$ cat src/rtl/axi4_lite_regfile_slave.sv
// AXI4-Lite slave with NUM_REGS byte-strobed registers, SLVERR on out-of-range addresses,
// and the register contents plus a per-register write pulse exported to local logic.
module axi4_lite_regfile_slave #(
   parameter int                    DATA_WIDTH  = 32,
   parameter int                    ADDRESS     = 32,
   parameter int                    NUM_REGS    = 8,
   parameter logic [NUM_REGS-1:0]   RO_MASK     = '0,
   parameter logic [DATA_WIDTH-1:0] RESET_VALUE = '0
) (
   input  logic                           ACLK,
   input  logic                           ARESETN,
   input  logic [ADDRESS-1:0]             S_AWADDR,
   input  logic                           S_AWVALID,
   output logic                           S_AWREADY,
   input  logic [DATA_WIDTH-1:0]          S_WDATA,
   input  logic [DATA_WIDTH/8-1:0]        S_WSTRB,
   input  logic                           S_WVALID,
   output logic                           S_WREADY,
   output logic [1:0]                     S_BRESP,
   output logic                           S_BVALID,
   input  logic                           S_BREADY,
   input  logic [ADDRESS-1:0]             S_ARADDR,
   input  logic                           S_ARVALID,
   output logic                           S_ARREADY,
   output logic [DATA_WIDTH-1:0]          S_RDATA,
   output logic [1:0]                     S_RRESP,
   output logic                           S_RVALID,
   input  logic                           S_RREADY,
   output logic [NUM_REGS*DATA_WIDTH-1:0] reg_q,
   output logic [NUM_REGS-1:0]            wr_pulse
);

   localparam int STRB_W = DATA_WIDTH / 8;
   localparam int LSB    = $clog2(STRB_W);
   localparam int IDX_W  = ADDRESS - LSB;

   logic                  aw_held;
   logic                  w_held;
   logic [IDX_W-1:0]      aw_idx;
   logic [DATA_WIDTH-1:0] w_data;
   logic [STRB_W-1:0]     w_strb;
   logic [DATA_WIDTH-1:0] regs [NUM_REGS];
   logic [IDX_W-1:0]      rd_idx;
   logic                  wr_in_range;
   logic                  rd_in_range;
   logic                  commit;
   logic [DATA_WIDTH-1:0] rd_val;
   logic                  addr_lsb_unused;

   assign S_AWREADY   = !aw_held;
   assign S_WREADY    = !w_held;
   assign S_ARREADY   = !S_RVALID;
   assign rd_idx      = S_ARADDR[ADDRESS-1:LSB];
   assign wr_in_range = aw_idx < IDX_W'(NUM_REGS);
   assign rd_in_range = rd_idx < IDX_W'(NUM_REGS);
   assign commit      = aw_held && w_held && !S_BVALID;

   // Byte-offset address bits carry no meaning for whole-register access.
   assign addr_lsb_unused = ^{S_AWADDR[LSB-1:0], S_ARADDR[LSB-1:0]};

   for (genvar g = 0; g < NUM_REGS; g++) begin : g_reg_out
      assign reg_q[g*DATA_WIDTH +: DATA_WIDTH] = regs[g];
   end

   // Out-of-range indices match no register, so the mux naturally yields zero for them.
   always_comb begin
      rd_val = '0;
      for (int i = 0; i < NUM_REGS; i++) begin
         if (rd_idx == IDX_W'(i)) rd_val = regs[i];
      end
   end

   always_ff @(posedge ACLK or negedge ARESETN) begin
      if (!ARESETN) begin
         aw_held  <= 1'b0;
         w_held   <= 1'b0;
         aw_idx   <= '0;
         w_data   <= '0;
         w_strb   <= '0;
         S_BVALID <= 1'b0;
         S_BRESP  <= 2'b00;
         wr_pulse <= '0;
         for (int i = 0; i < NUM_REGS; i++) regs[i] <= RESET_VALUE;
      end else begin
         wr_pulse <= '0;
         if (S_AWVALID && !aw_held) begin
            aw_held <= 1'b1;
            aw_idx  <= S_AWADDR[ADDRESS-1:LSB];
         end
         if (S_WVALID && !w_held) begin
            w_held <= 1'b1;
            w_data <= S_WDATA;
            w_strb <= S_WSTRB;
         end
         if (S_BVALID && S_BREADY) S_BVALID <= 1'b0;
         // Commit only while B is free; a held AW/W pair waits out a stalled response.
         if (commit) begin
            aw_held  <= 1'b0;
            w_held   <= 1'b0;
            S_BVALID <= 1'b1;
            S_BRESP  <= wr_in_range ? 2'b00 : 2'b10;
            for (int i = 0; i < NUM_REGS; i++) begin
               if (aw_idx == IDX_W'(i) && !RO_MASK[i]) begin
                  wr_pulse[i] <= 1'b1;
                  for (int k = 0; k < STRB_W; k++) begin
                     if (w_strb[k]) regs[i][k*8 +: 8] <= w_data[k*8 +: 8];
                  end
               end
            end
         end
      end
   end

   // Read data is captured at the AR handshake, so a same-edge write returns the old value.
   always_ff @(posedge ACLK or negedge ARESETN) begin
      if (!ARESETN) begin
         S_RVALID <= 1'b0;
         S_RDATA  <= '0;
         S_RRESP  <= 2'b00;
      end else if (S_ARVALID && !S_RVALID) begin
         S_RVALID <= 1'b1;
         S_RDATA  <= rd_val;
         S_RRESP  <= rd_in_range ? 2'b00 : 2'b10;
      end else if (S_RVALID && S_RREADY) begin
         S_RVALID <= 1'b0;
      end
   end

endmodule

$ cat config.mk
export PLATFORM = sky130hd
export DESIGN_NAME = axi4_lite_regfile_slave
export DESIGN_NICKNAME = d
export VERILOG_FILES = /design/src/rtl/axi4_lite_regfile_slave.sv
export SDC_FILE = /design/constraint.sdc
export NUM_CORES = 1
export LEC_CHECK = 0
export CORE_AREA = 2 2 207 209
export DETAILED_ROUTE_END_ITERATION = 10
export DIE_AREA = 0 0 209 211
export PLACE_DENSITY = 0.69
export SLEW_MARGIN = 20
export SYNTH_ARGS = -nofsm -noshare
export SYNTH_HDL_FRONTEND = slang
export SYNTH_SLANG_ARGS = --single-unit
$ cat constraint.sdc
create_clock -name ACLK -period 3.7 [get_ports ACLK]
set_input_delay 0.37 -clock ACLK [delete_from_list [all_inputs] [get_ports ACLK]]
set_output_delay 0.37 -clock ACLK [all_outputs]
set_load 0.1 [all_outputs]
==> results.rst, run 1 <==
.. list-table::
   :header-rows: 1

   * - Metric
     - Value
   * - Largest area contributor in the synthesized netlist
     - dfrtp_1
   * - Max_cap viols
     - 0
   * - Most frequent standard cell in the layout excluding fill and tap cells
     - clkdlybuf4s50_1
   * - Worst vdd ir
     - 0.3182 mV
   * - Unrepaired setup endpoints after global routing
     - false
   * - Die outline width
     - 209 µm
   * - Cell type of the slowest stage on the worst timing path
     - nor2_2
   * - Commonest register cell after synthesis
     - dfrtp_1
   * - Crit-path max cell delay
     - 0.66 ns
   * - Count of unique library cells instantiated by Yosys
     - 50
   * - H-tree depth
     - 2
   * - Crit path kind
     - reg -> reg
   * - Number of detailed-route iterations in the first pass
     - 5
   * - Count of clock tree sinks
     - 368
   * - Vert. Die Dim
     - 211 µm
   * - Layout cell share with drive strength beyond 1
     - 0.2970
   * - # port buffers
     - 405
   * - Cell area after placement
     - 0.02098 mm²
   * - Worst-margin pin slew
     - 1.144 ns
   * - Routed WL per cell
     - 26.01 µm
   * - Overall power consumption
     - 10.64 mW
   * - Count of buffers added by post-CTS timing repair for setup
     - 0
   * - Worst Setup Start Kind
     - flip-flop
   * - Maximum achievable frequency
     - 322.2 MHz
   * - Number of design-rule violations left by the first detailed-router iteration
     - 794
   * - Number of cells in the design after placement
     - 2,115
   * - Worst Skew
     - 0.01483 ns
   * - GRT Overall Usage
     - 0.2590
   * - Number of rows in the core area
     - 75
   * - Count of flip-flops with a built-in enable after synthesis
     - 0
   * - Number of buffers inserted for hold repair after clock tree synthesis
     - 1
   * - Maximum root-to-sink buffer count
     - 3
   * - Count of endpoints failing setup in the final report
     - 0
   * - Avg Inst Size Synth
     - 13.45 µm²
   * - Wire length of the first global-routing pass
     - 84.24 mm
   * - Post-Syn Instances
     - 1,200
   * - Leakage component of the power
     - 10.11 nW
   * - Global-route congestion overflow total
     - 0
   * - Crit path buffers/inverters
     - 0
   * - Crit path max-delay family
     - simple AND/OR/NAND/NOR gates
   * - Post-route DRC violation count
     - 0
   * - Highest-count cells in the layout ignoring fill and taps
     - clkdlybuf4s50_1 (401), dfrtp_1 (368), mux2_2 (325)
   * - Clock-pin slew of the registers on the worst-case setup and hold paths
     - 0.06 ns
   * - Top Ports
     - 412
   * - Maximum number of pins on one net before global-route repair
     - 91
   * - Total number of vias
     - 12,376
   * - CP startpoint
     - aw_idx[16]
   * - Post-route clock period utilization
     - 0.8388
   * - Sequential-to-total area share from yosys stat
     - 0.5707
   * - Final instance area
     - 0.02237 mm²
   * - TritonCTS clock tree
     - built
   * - Total die area
     - 0.04410 mm²
   * - FF-to-FF Start
     - aw_idx[16]
   * - Final hold violations
     - 0
   * - Shortest clock period the worst path allows after layout
     - 3.104 ns
   * - PD cells
     - 475.9 mW/mm²
   * - Fillers
     - 3,525
   * - Status
     - finished, final reports clean
   * - Core footprint
     - 0.04176 mm²
   * - Antenna viol nets, final
     - 0
   * - Clock latency on the worst-skew pair
     - 0.57 ns
   * - Routed wire length
     - 57.10 mm
   * - Arrival @ worst endpoint
     - 3.54 ns
   * - Setup slack after placement
     - 0.5913 ns
   * - Count of non-filler cells in the finished layout
     - 2,195
   * - Clock tree root buffer cell
     - clkbuf_16
   * - Number of gates given a new drive strength after cts
     - 0
   * - Flip-flop and latch count after synthesis
     - 368
   * - Via count of the first global-routing pass
     - 12,666
   * - Category of the worst setup path capture point
     - flip-flop
   * - Total standard cell area after synthesis
     - 0.01614 mm²
   * - Synth area leaders
     - dfrtp_1 (57%), mux2_2 (23%), a21o_1 (1.8%)
   * - TritonCTS Buffers
     - 43
   * - Start point of the worst min-delay path
     - S_RREADY
   * - Worst Slack Setup Final
     - 0.5963 ns
   * - Detailed placement HPWL
     - 38.67 mm
   * - Total negative slack for setup checks
     - 0 ns
   * - Crit-path max FO
     - 8
   * - Count of pins over their slew limit
     - 0
   * - Worst slew margin
     - 0.2352
   * - Fraction of post-synthesis cell area in the top cell type by area
     - 0.5707
   * - Layout-stage area growth over the synthesis result
     - 38.61%
   * - Initial antenna violation count
     - 0
   * - Asr flop ratio synth
     - 1.000
   * - Effective utilization at floorplan
     - 0.3864
   * - Vias per cell
     - 5.638
   * - Final Net Count
     - 1,729
   * - Hold/Removal Path Class
     - in -> reg
   * - Cells along the critical path
     - or4_1 > nor4_4 > nand4_2 > nor2_2 > mux2_2
   * - Req. time, crit path
     - 4.14 ns
   * - Final weighted congestion in routability-driven placement
     - 0.8371
   * - Yosys warning count
     - 0
## power breakdown
part / internal [mW] / switching (mW) / total (mW)
registers: 4.41 / 0.606 / 5.02
logic: 0.650 / 0.875 / 1.53
clock network: 2.40 / 1.69 / 4.10
## synthesized netlist by cell type, types with 2 or more instances
| library cell | number |
|---|---|
| nor4_4 | 9 |
| o22ai_1 | 5 |
| mux4_2 | 3 |
| nand3_1 | 15 |
| nand4_2 | 2 |
| nand2b_1 | 11 |
| mux2i_1 | 26 |
| clkbuf_1 | 64 |
| nor2_1 | 55 |
| nor4_1 | 26 |
| nor3_1 | 7 |
| a21o_1 | 38 |
| o21ai_0 | 47 |
| or2_2 | 2 |
| a32o_1 | 4 |
| nor2b_1 | 6 |
| mux2_2 | 325 |
| buf_1 | 6 |
| a2111oi_0 | 23 |
| buf_4 | 2 |
| nand3b_1 | 2 |
| a221o_1 | 2 |
| dfrtp_1 | 368 |
| a221oi_1 | 27 |
| a21oi_1 | 22 |
| inv_1 | 8 |
| o211ai_1 | 10 |
| o22a_1 | 9 |
| o21a_1 | 3 |
| mux2_1 | 3 |
| o221ai_1 | 2 |
| nand2_1 | 18 |
| or3_1 | 3 |
| nor2_2 | 24 |
| and3_1 | 2 |
| a22oi_1 | 7 |
## routing by layer
| metal | global-route usage | share of wire | vias to the layer above |
|---|---|---|---|
| li1 | - | - | 5351 |
| met1 | 0.3434 | 0.42 | 6428 |
| met2 | 0.4225 | 0.48 | 500 |
| met3 | 0.05308 | 0.067 | 97 |
| met4 | 0.09384 | 0.031 | 0 |
| met5 | 0 | 0 | - |
## registers in the layout, summed over array words and instances (netlist names)
register / cells
aw_idx: 30
S_BRESP: 1
S_BVALID: 1
w_data: 32
S_RRESP: 1
w_strb: 4
S_RDATA: 32
S_RVALID: 1
aw_held: 1
wr_pulse: 8
reg_q: 256
w_held: 1
## worst reg2reg max path: cells and delay by family (launching register included)
family	cells	cell delay, ns
simple gates	4	2.20
mux	1	0.41
flops	1	0.37
## kinds of logic after synthesis
group | synth area share
buffers and inverters | 0.01977
DFF | 0.5707
and+or+nand+nor | 0.07025
other | 0.0002324
AOI/OAI and AO/OA | 0.08987
muxes | 0.2492
## area by class of cell
class,count,area (µm²),area share
sequential,368,9209,0.4117
tap,539,674.4,0.03015
multi-input combinational,752,6651,0.2974
timing repair buffer,449,4434,0.1982
clock inverter,12,73.82,0.003300
inverter,8,30.03,0.001343
antenna,3,7.507,0.0003356
clock buffer,64,1287,0.05756
## per-stage QoR
step	hold slack, ns	utilization
after detailed placement	0.4495	0.5025
after global routing	0.4082	0.5355
final	0.3939	0.5356
after floorplan	0.07441	-
after CTS	0.3661	0.5353
after global placement	0.4391	0.5025
## final timing paths
path                       slack [ns]     endpoint  cells after the start
min reg2reg                      0.48  S_RDATA[27]                      1
max                              0.60   reg_q[109]                      5
max reg2reg                      0.60   reg_q[109]                      5
max in group asynchronous        2.25   aw_idx[17]                      3
min in group asynchronous        0.44    aw_idx[3]                      2
min                              0.39     S_RVALID                      2
No activity file was read; power rests on OpenSTA's default activity.
==> run 2: changes to the inputs <==
clock period = 3.1 ns   (was 3.7 ns; I/O delays follow)
==> results.rst, run 2 (same netlist as run 1, synthesis figures left out) <==
.. list-table::
   :header-rows: 1

   * - Metric
     - Value
   * - Final Net Count
     - 1,752
   * - Total negative slack for setup checks
     - 0 ns
   * - Routed wire length
     - 57.08 mm
   * - Maximum root-to-sink buffer count
     - 3
   * - Vert. Die Dim
     - 211 µm
   * - Worst Slack Setup Final
     - 0.2454 ns
   * - Met3 Usage GRT
     - 0.05754
   * - Hold/Removal Path Class
     - in -> reg
   * - Req. time, crit path
     - 3.55 ns
   * - Min-Delay Path Depth
     - 2
   * - Final instance area
     - 0.02225 mm²
   * - Met2 usage in global routing
     - 0.4236
   * - Post-route clock period utilization
     - 0.9208
   * - Status
     - finished, final reports clean
   * - Vias per cell
     - 5.565
   * - Cell area after placement
     - 0.02084 mm²
   * - Leakage component of the power
     - 10.59 nW
   * - Wire length of the first global-routing pass
     - 84.71 mm
   * - Count of pins over their slew limit
     - 0
   * - Detailed placement HPWL
     - 39.61 mm
   * - Clock-pin slew of the registers on the worst-case setup and hold paths
     - 0.06 ns
   * - Maximum achievable frequency
     - 350.3 MHz
   * - Met1 GRT Util
     - 0.3399
   * - Layout cell share with drive strength beyond 1
     - 0.4026
   * - Crit-path max FO
     - 6
   * - Maximum number of pins on one net before global-route repair
     - 98
   * - Worst vdd ir
     - 0.3185 mV
   * - Arrival @ worst endpoint
     - 3.30 ns
   * - Clock latency on the worst-skew pair
     - 0.56 ns
   * - Setup slack after placement
     - 0.2421 ns
   * - Initial antenna violation count
     - 0
   * - Final hold violations
     - 0
   * - # port buffers
     - 405
   * - Count of endpoints failing setup in the final report
     - 0
   * - Worst Setup Start Kind
     - flip-flop
   * - FF-to-FF Start
     - aw_idx[16]
   * - Most frequent standard cell in the layout excluding fill and tap cells
     - dfrtp_1
   * - Worst Skew
     - 0.02346 ns
   * - Count of buffers added by post-CTS timing repair for setup
     - 0
   * - Worst slew margin
     - 0.3060
   * - Total die area
     - 0.04410 mm²
   * - Worst reg-to-reg path cell count
     - 7
   * - Layout-stage area growth over the synthesis result
     - 37.90%
   * - End of the worst register-to-register path
     - reg_q[138]
   * - Total number of vias
     - 12,320
   * - Shortest clock period the worst path allows after layout
     - 2.855 ns
   * - Clock tree root buffer cell
     - clkbuf_16
   * - GRT Overall Usage
     - 0.2581
   * - Number of rows in the core area
     - 75
   * - Die outline width
     - 209 µm
   * - Category of the worst setup path capture point
     - flip-flop
   * - Final weighted congestion in routability-driven placement
     - 0.8458
   * - Crit path kind
     - reg -> reg
   * - Reg-to-reg setup timing slack
     - 0.25 ns
   * - Start point of the worst min-delay path
     - S_BREADY
   * - TritonCTS Buffers
     - 41
   * - Global-route congestion overflow total
     - 0
   * - Highest-count cells in the layout ignoring fill and taps
     - dfrtp_1 (368), mux2_2 (325), clkdlybuf4s50_1 (242)
   * - Count of clock tree sinks
     - 368
   * - Max_cap viols
     - 0
   * - TritonCTS clock tree
     - built
   * - Unrepaired setup endpoints after global routing
     - false
   * - H-tree depth
     - 2
   * - Flip-flop count of the largest register after layout
     - 256
   * - Fraction of the core area covered by cells at the end of the flow
     - 0.5329
   * - Core footprint
     - 0.04176 mm²
   * - PD cells
     - 579.9 mW/mm²
   * - Via count of the first global-routing pass
     - 12,976
   * - Number of design-rule violations left by the first detailed-router iteration
     - 728
   * - Capture endpoint of the worst hold path
     - S_BVALID
   * - Worst-margin pin slew
     - 1.038 ns
   * - Post-route DRC violation count
     - 0
   * - Top Ports
     - 412
   * - Layer carrying the most global-route usage
     - met2
   * - Routed WL per cell
     - 25.78 µm
   * - Number of gates given a new drive strength after cts
     - 0
   * - Number of detailed-route iterations in the first pass
     - 5
   * - Antenna viol nets, final
     - 0
   * - Effective utilization at floorplan
     - 0.3864
## run 2: final cells by class
type	count	area [µm²]
Clock inverter	14	209.0
Multi-Input combinational cell	752	6651
Clock buffer	58	1190
Sequential cell	368	9209
Antenna cell	1	2.502
Fill cell	3588	19510
Timing Repair Buffer	474	4287
Inverter	8	30.03
Tap cell	539	674.4
## run 2: worst max path at each step
stage               start    endpoint  slack (ns)  cells past startpoint
4_1_cts        aw_idx[16]  reg_q[173]        0.23                      7
3_3_place_gp   aw_idx[16]  reg_q[175]        0.33                      7
5_1_grt        aw_idx[16]  reg_q[138]        0.09                      7
6_report       aw_idx[16]  reg_q[138]        0.25                      7
2_1_floorplan    S_BVALID    reg_q[0]        0.30                      6
3_5_place_dp   aw_idx[16]  reg_q[173]        0.24                      7
## run 2: power breakdown
group | switching [mW] | internal [mW]
Sequential | 0.757 | 5.27
Clock | 1.98 | 3.09
Combinational | 1.02 | 0.783
Total | 3.76 | 9.14
## run 2: per-layer routing
| metal | wire length (µm) | part of all wire |
|---|---|---|
| met1 | 24360 | 0.43 |
| met2 | 27320 | 0.48 |
| met3 | 3675 | 0.064 |
| met4 | 1722 | 0.030 |
| met5 | 0 | 0 |
## run 2: through the flow
step,hold slack [ns],power (mW),std cells
after global routing,0.3222,13.40,2213
after global placement,0.4189,7.829,2140
after CTS,0.2966,12.98,2213
final,0.3195,12.90,2214
after detailed placement,0.4344,7.901,2140
after floorplan,0.01441,7.035,1201
## run 2: timing repair
action / 4_1_cts / 5_1_grt
hold buffers: 1 / 0
endpoints found under the hold margin: 87 / 0
setup endpoints to repair: 0 / 0
## run 2: critical path: stages (launching register included)
cell      delay [ns]
dfrtp_1         0.38
or4_1           0.59
nor4_4          0.49
nand4b_1        0.28
buf_4           0.27
nor2_2          0.17
buf_4           0.22
mux2_2          0.35
==> RTL edit 1 (flow settings as in run 2) <==
Change the parameter `ADDRESS` from 32 to 48.
--- a/src/rtl/axi4_lite_regfile_slave.sv
+++ b/src/rtl/axi4_lite_regfile_slave.sv
@@ -2,7 +2,7 @@
 // and the register contents plus a per-register write pulse exported to local logic.
 module axi4_lite_regfile_slave #(
    parameter int                    DATA_WIDTH  = 32,
-   parameter int                    ADDRESS     = 32,
+   parameter int                    ADDRESS     = 48,
    parameter int                    NUM_REGS    = 8,
    parameter logic [NUM_REGS-1:0]   RO_MASK     = '0,
    parameter logic [DATA_WIDTH-1:0] RESET_VALUE = '0
Ports: changed (resized S_ARADDR and S_AWADDR); port bits go from 412 to 444. No check against the original RTL was run, so the function may have changed too.
==> RTL edit 1 against run 2 <==
  * Area after synthesis is 5.7% higher
  * Clock skew fell by 2.8 ps
  * Largest cell class unchanged
  * Cell area grew 5.4%
  * Fmax grew 12%
  * Power increased by 1.8%
  * Routed wire length decreased by 7.7%
  * Sequential share of layout area fell by 0.42 points
  * Global-route usage fell by 1.9 points
  * Worst setup slack gained 310 ps
  * First-iteration DRC count fell by 20%
  * Highest routed layer is now met5
  * Sequential cell count is 16 higher
  * Synthesized cell count down 9.5%
  * Cell count down 3.2%
==> RTL edit 1: results (changes against run 2) <==
run status=finished clean (unchanged); top sig layer=met5 (was met4); Layout Nets=1712 (was 1752); capturing point of the worst reg2reg path=reg_q[63] (was reg_q[138]); static leakage=11.0 nW (was 10.6 nW); total CTS buffers=43 (was 41); synth top area cells=dfrtp_1, mux2_2, mux4_2, nor4_4, mux2i_1 (was dfrtp_1, mux2_2, a21o_1, mux2i_1, clkbuf_1); Rel. slew slack=32.8% (was 30.6%); hold path startpoint=S_RREADY (was S_BREADY); internal power=9.28 mW (was 9.14 mW); gr usage total=23.9% (was 25.8%); Final Wtd Congestion=0.821 (was 0.846); initial antenna violation count=7 (was 0); Initial DRC Count=584 (was 728); Worst Hold Depth=2 (unchanged); Slowest-stage cell, CP=nor4_1 (was or4_1); Worst R2R Path Depth=6 (was 7); WL met1=22000 um (was 24400 um); most frequent cells after synthesis=dfrtp_1, mux2_2, mux4_2 (was dfrtp_1, mux2_2, clkbuf_1); met3 Use GR=5.62% (was 5.75%); first-pass GRT wire length=79200 um (was 84700 um); fraction of layout cells with a size suffix above 1=44.0% (was 40.3%); metal3 WL=3380 um (was 3680 um); CP max FO=32 (was 6); skew final=20.7 ps (was 23.5 ps); hold path endpoint=S_RVALID (was S_BVALID); Data arrival, critical path=2980 ps (was 3300 ps); routed len/inst=24.6 um (was 25.8 um); metal2 WL=25600 um (was 27300 um); FF-to-FF setup slack=560 ps (was 250 ps); DR pass1 iterations=4 (was 5); Yosys cell types=32 (was 50); IO Port Bufs=437 (was 405); M1 GR Usage=31.0% (was 34.0%); Worst Setup SP=aw_idx[8] (was aw_idx[16]); # fillers=3387 (was 3588); largest net degree at the start of global routing=93 (was 98); hpwl dp=36700 um (was 39600 um); sequential area share after synthesis=56.3% (was 57.1%)
## RTL edit 1: changes by cell type in the layout (fill, tap and decap cells not counted), sizes merged, moves of 30 or more
cell	run 2	this run
nor2	79	9
a21o	38	1
mux4	3	62
o21ai	47	3
clkdlybuf4s50	242	293
o31ai	1	31
## RTL edit 1: layout make-up
class / count / share of cell area [%]
sequential: 384 / 41.0
clock inverter: 10 / 0.299
timing repair buffer: 499 / 19.7
inverter: 4 / 0.0640
antenna: 5 / 0.0533
tap: 539 / 2.87
clock buffer: 62 / 5.28
multi-input combinational: 641 / 30.8
## RTL edit 1: power by group through the flow
stage	Sequential [mW]	Clock (mW)	Combinational, mW
finish	6.42	4.80	1.92
global route	6.54	5.13	2.07
CTS	6.40	4.91	1.95
detailed placement	6.49	0	1.94
global placement	6.46	0	1.90
floorplan	6.20	0	1.28
## RTL edit 1: worst max-delay path by stage
stage / end / slack, ps
2_1_floorplan: reg_q[117] / 400
3_3_place_gp: S_RDATA[16] / 490
3_5_place_dp: S_RDATA[4] / 450
4_1_cts: reg_q[63] / 540
5_1_grt: reg_q[63] / 500
6_report: reg_q[63] / 560
## RTL edit 1: cells by family after synthesis
kind of cell | after synthesis | share of synthesized area, %
other | 1 | 0.0220
flip-flops | 384 | 56.3
multiplexers | 434 | 32.5
AO/OA/AOI/OAI | 38 | 1.61
buffers and inverters | 62 | 1.56
AND/OR/NAND/NOR | 167 | 7.96
## RTL edit 1: metrics by stage
stage          power (mW)  std cells  utilization (%)  setup slack (ps)  hold slack, ps
3_3_place_gp         8.36       2066             53.0               489             400
2_1_floorplan        7.49       1087                -               400            14.4
5_1_grt              13.7       2144             56.2               498             347
3_5_place_dp         8.43       2066             53.0               454             403
4_1_cts              13.3       2139             56.1               544             302
6_report             13.1       2144             56.2               557             330
==> RTL edit 2 (config.mk and constraints of run 2) <==
Made on the original files. Reset style: synchronous (`ARESETN`), changed in 2 clocked blocks.
--- a/src/rtl/axi4_lite_regfile_slave.sv
+++ b/src/rtl/axi4_lite_regfile_slave.sv
@@ -70,7 +70,7 @@
       end
    end
 
-   always_ff @(posedge ACLK or negedge ARESETN) begin
+   always_ff @(posedge ACLK) begin
       if (!ARESETN) begin
          aw_held  <= 1'b0;
          w_held   <= 1'b0;
@@ -112,7 +112,7 @@
    end
 
    // Read data is captured at the AR handshake, so a same-edge write returns the old value.
-   always_ff @(posedge ACLK or negedge ARESETN) begin
+   always_ff @(posedge ACLK) begin
       if (!ARESETN) begin
          S_RVALID <= 1'b0;
          S_RDATA  <= '0;
Check against the original RTL: not settled (the Yosys comparison gave no result); the edit may change what the design does.
==> RTL edit 2 against run 2 <==
  * Sequential cell count unchanged
  * Synthesized cell count up 16%
  * Routed wire length down 1.4%
  * Area after synthesis down 4.9%
  * Via count up 5.1%
  * Cell area down 6.3%
  * Power down 4.0%
  * Worst setup slack better by 400 ps
  * Highest routed layer unchanged
==> RTL edit 2: results (changes against run 2) <==
run status=finished clean (unchanged); Sequential Power=5.59 mW (was 6.02 mW); multi-input gates=890 (was 752); M1 GR Usage=32.7% (was 34.0%); number of flops mapped to enable cells by yosys=256 (was 0); gr usage total=24.8% (was 25.8%); RR Startpoint=aw_idx[6] (was aw_idx[16]); Layout Nets=1915 (was 1752); fin worst setup slack=646 ps (was 245 ps); Placed Area=0.0196 sq mm (was 0.0208 sq mm); routed len/inst=23.6 um (was 25.8 um); WL met1=22400 um (was 24400 um); vias=13.0k (was 12.3k); FF-to-FF setup slack=650 ps (was 250 ps); Initial DRC Count=1425 (was 728); ant diodes=2 (was 1); static leakage=8.03 nW (was 10.6 nW); synth top area cells=edfxtp_1, dfxtp_1, nand2_1, nor2_1, a21boi_0 (was dfrtp_1, mux2_2, a21o_1, mux2i_1, clkbuf_1); Final Wtd Congestion=0.893 (was 0.846); largest net degree at the start of global routing=54 (was 98); grt met2 use=39.2% (was 42.4%); count of non-CTS buffers in the layout=468 (was 474); fraction of layout cells with a size suffix above 1=22.6% (was 40.3%); most frequent cells after synthesis=nand2_1, edfxtp_1, nor2_1 (was dfrtp_1, mux2_2, clkbuf_1); first-pass GRT wire length=80700 um (was 84700 um); capturing point of the worst reg2reg path=regs[0][25] (was reg_q[138]); hpwl dp=43000 um (was 39600 um); met3 Use GR=6.53% (was 5.75%); fraction of area in multi-input gates=23.6% (was 29.9%); clock group total power=4.63 mW (was 5.07 mW); hold path startpoint=ARESETN (was S_BREADY); Peak VDD IR=0.000400 V (was 0.000319 V); Hold Buf Count CTS=0 (was 1); mux cell area share after synthesis=4.44% (was 24.9%); skew final=18.0 ps (was 23.5 ps); post-synthesis compound-gate area fraction=11.3% (was 8.99%); total CTS buffers=40 (was 41); pre-CTS WS=480 ps (was 242 ps); initial antenna violation count=2 (was 0); fraction of area in registers=47.6% (was 41.4%); Synth Flop Type=edfxtp_1 (was dfrtp_1); vias in the first global route=12.4k (was 13.0k); clock buffer count=64 (was 58); DR pass1 iterations=7 (was 5); # fillers=3722 (was 3588)
[RTL edit 2: changes by cell type after synthesis, sizes merged, moves of 29 or more]
cell / run 2 / this run
dfrtp: 368 / 0
mux2: 328 / 17
edfxtp: 0 / 256
nand2: 19 / 260
nor2: 79 / 219
dfxtp: 0 / 112
a21boi: 0 / 73
a21o: 38 / 0
inv: 8 / 39
a31oi: 0 / 29
[RTL edit 2: worst max-delay path, stage by stage, from the launching register on]
cell and delay, ps:
dfxtp_1 310, nor4_1 350, nand4_1 180, nor2_2 130
buf_4 320, nand4_1 390, nand2_1 430
[RTL edit 2: stage by stage]
| stage | power (mW) | util, % | cells |
|---|---|---|---|
| 2_1_floorplan | 7.18 | - | 1387 |
| 3_3_place_gp | 7.83 | 46.9 | 2305 |
| 3_5_place_dp | 7.86 | 46.9 | 2305 |
| 4_1_cts | 12.4 | 49.9 | 2379 |
| 5_1_grt | 12.7 | 49.9 | 2379 |
| 6_report | 12.4 | 49.9 | 2381 |
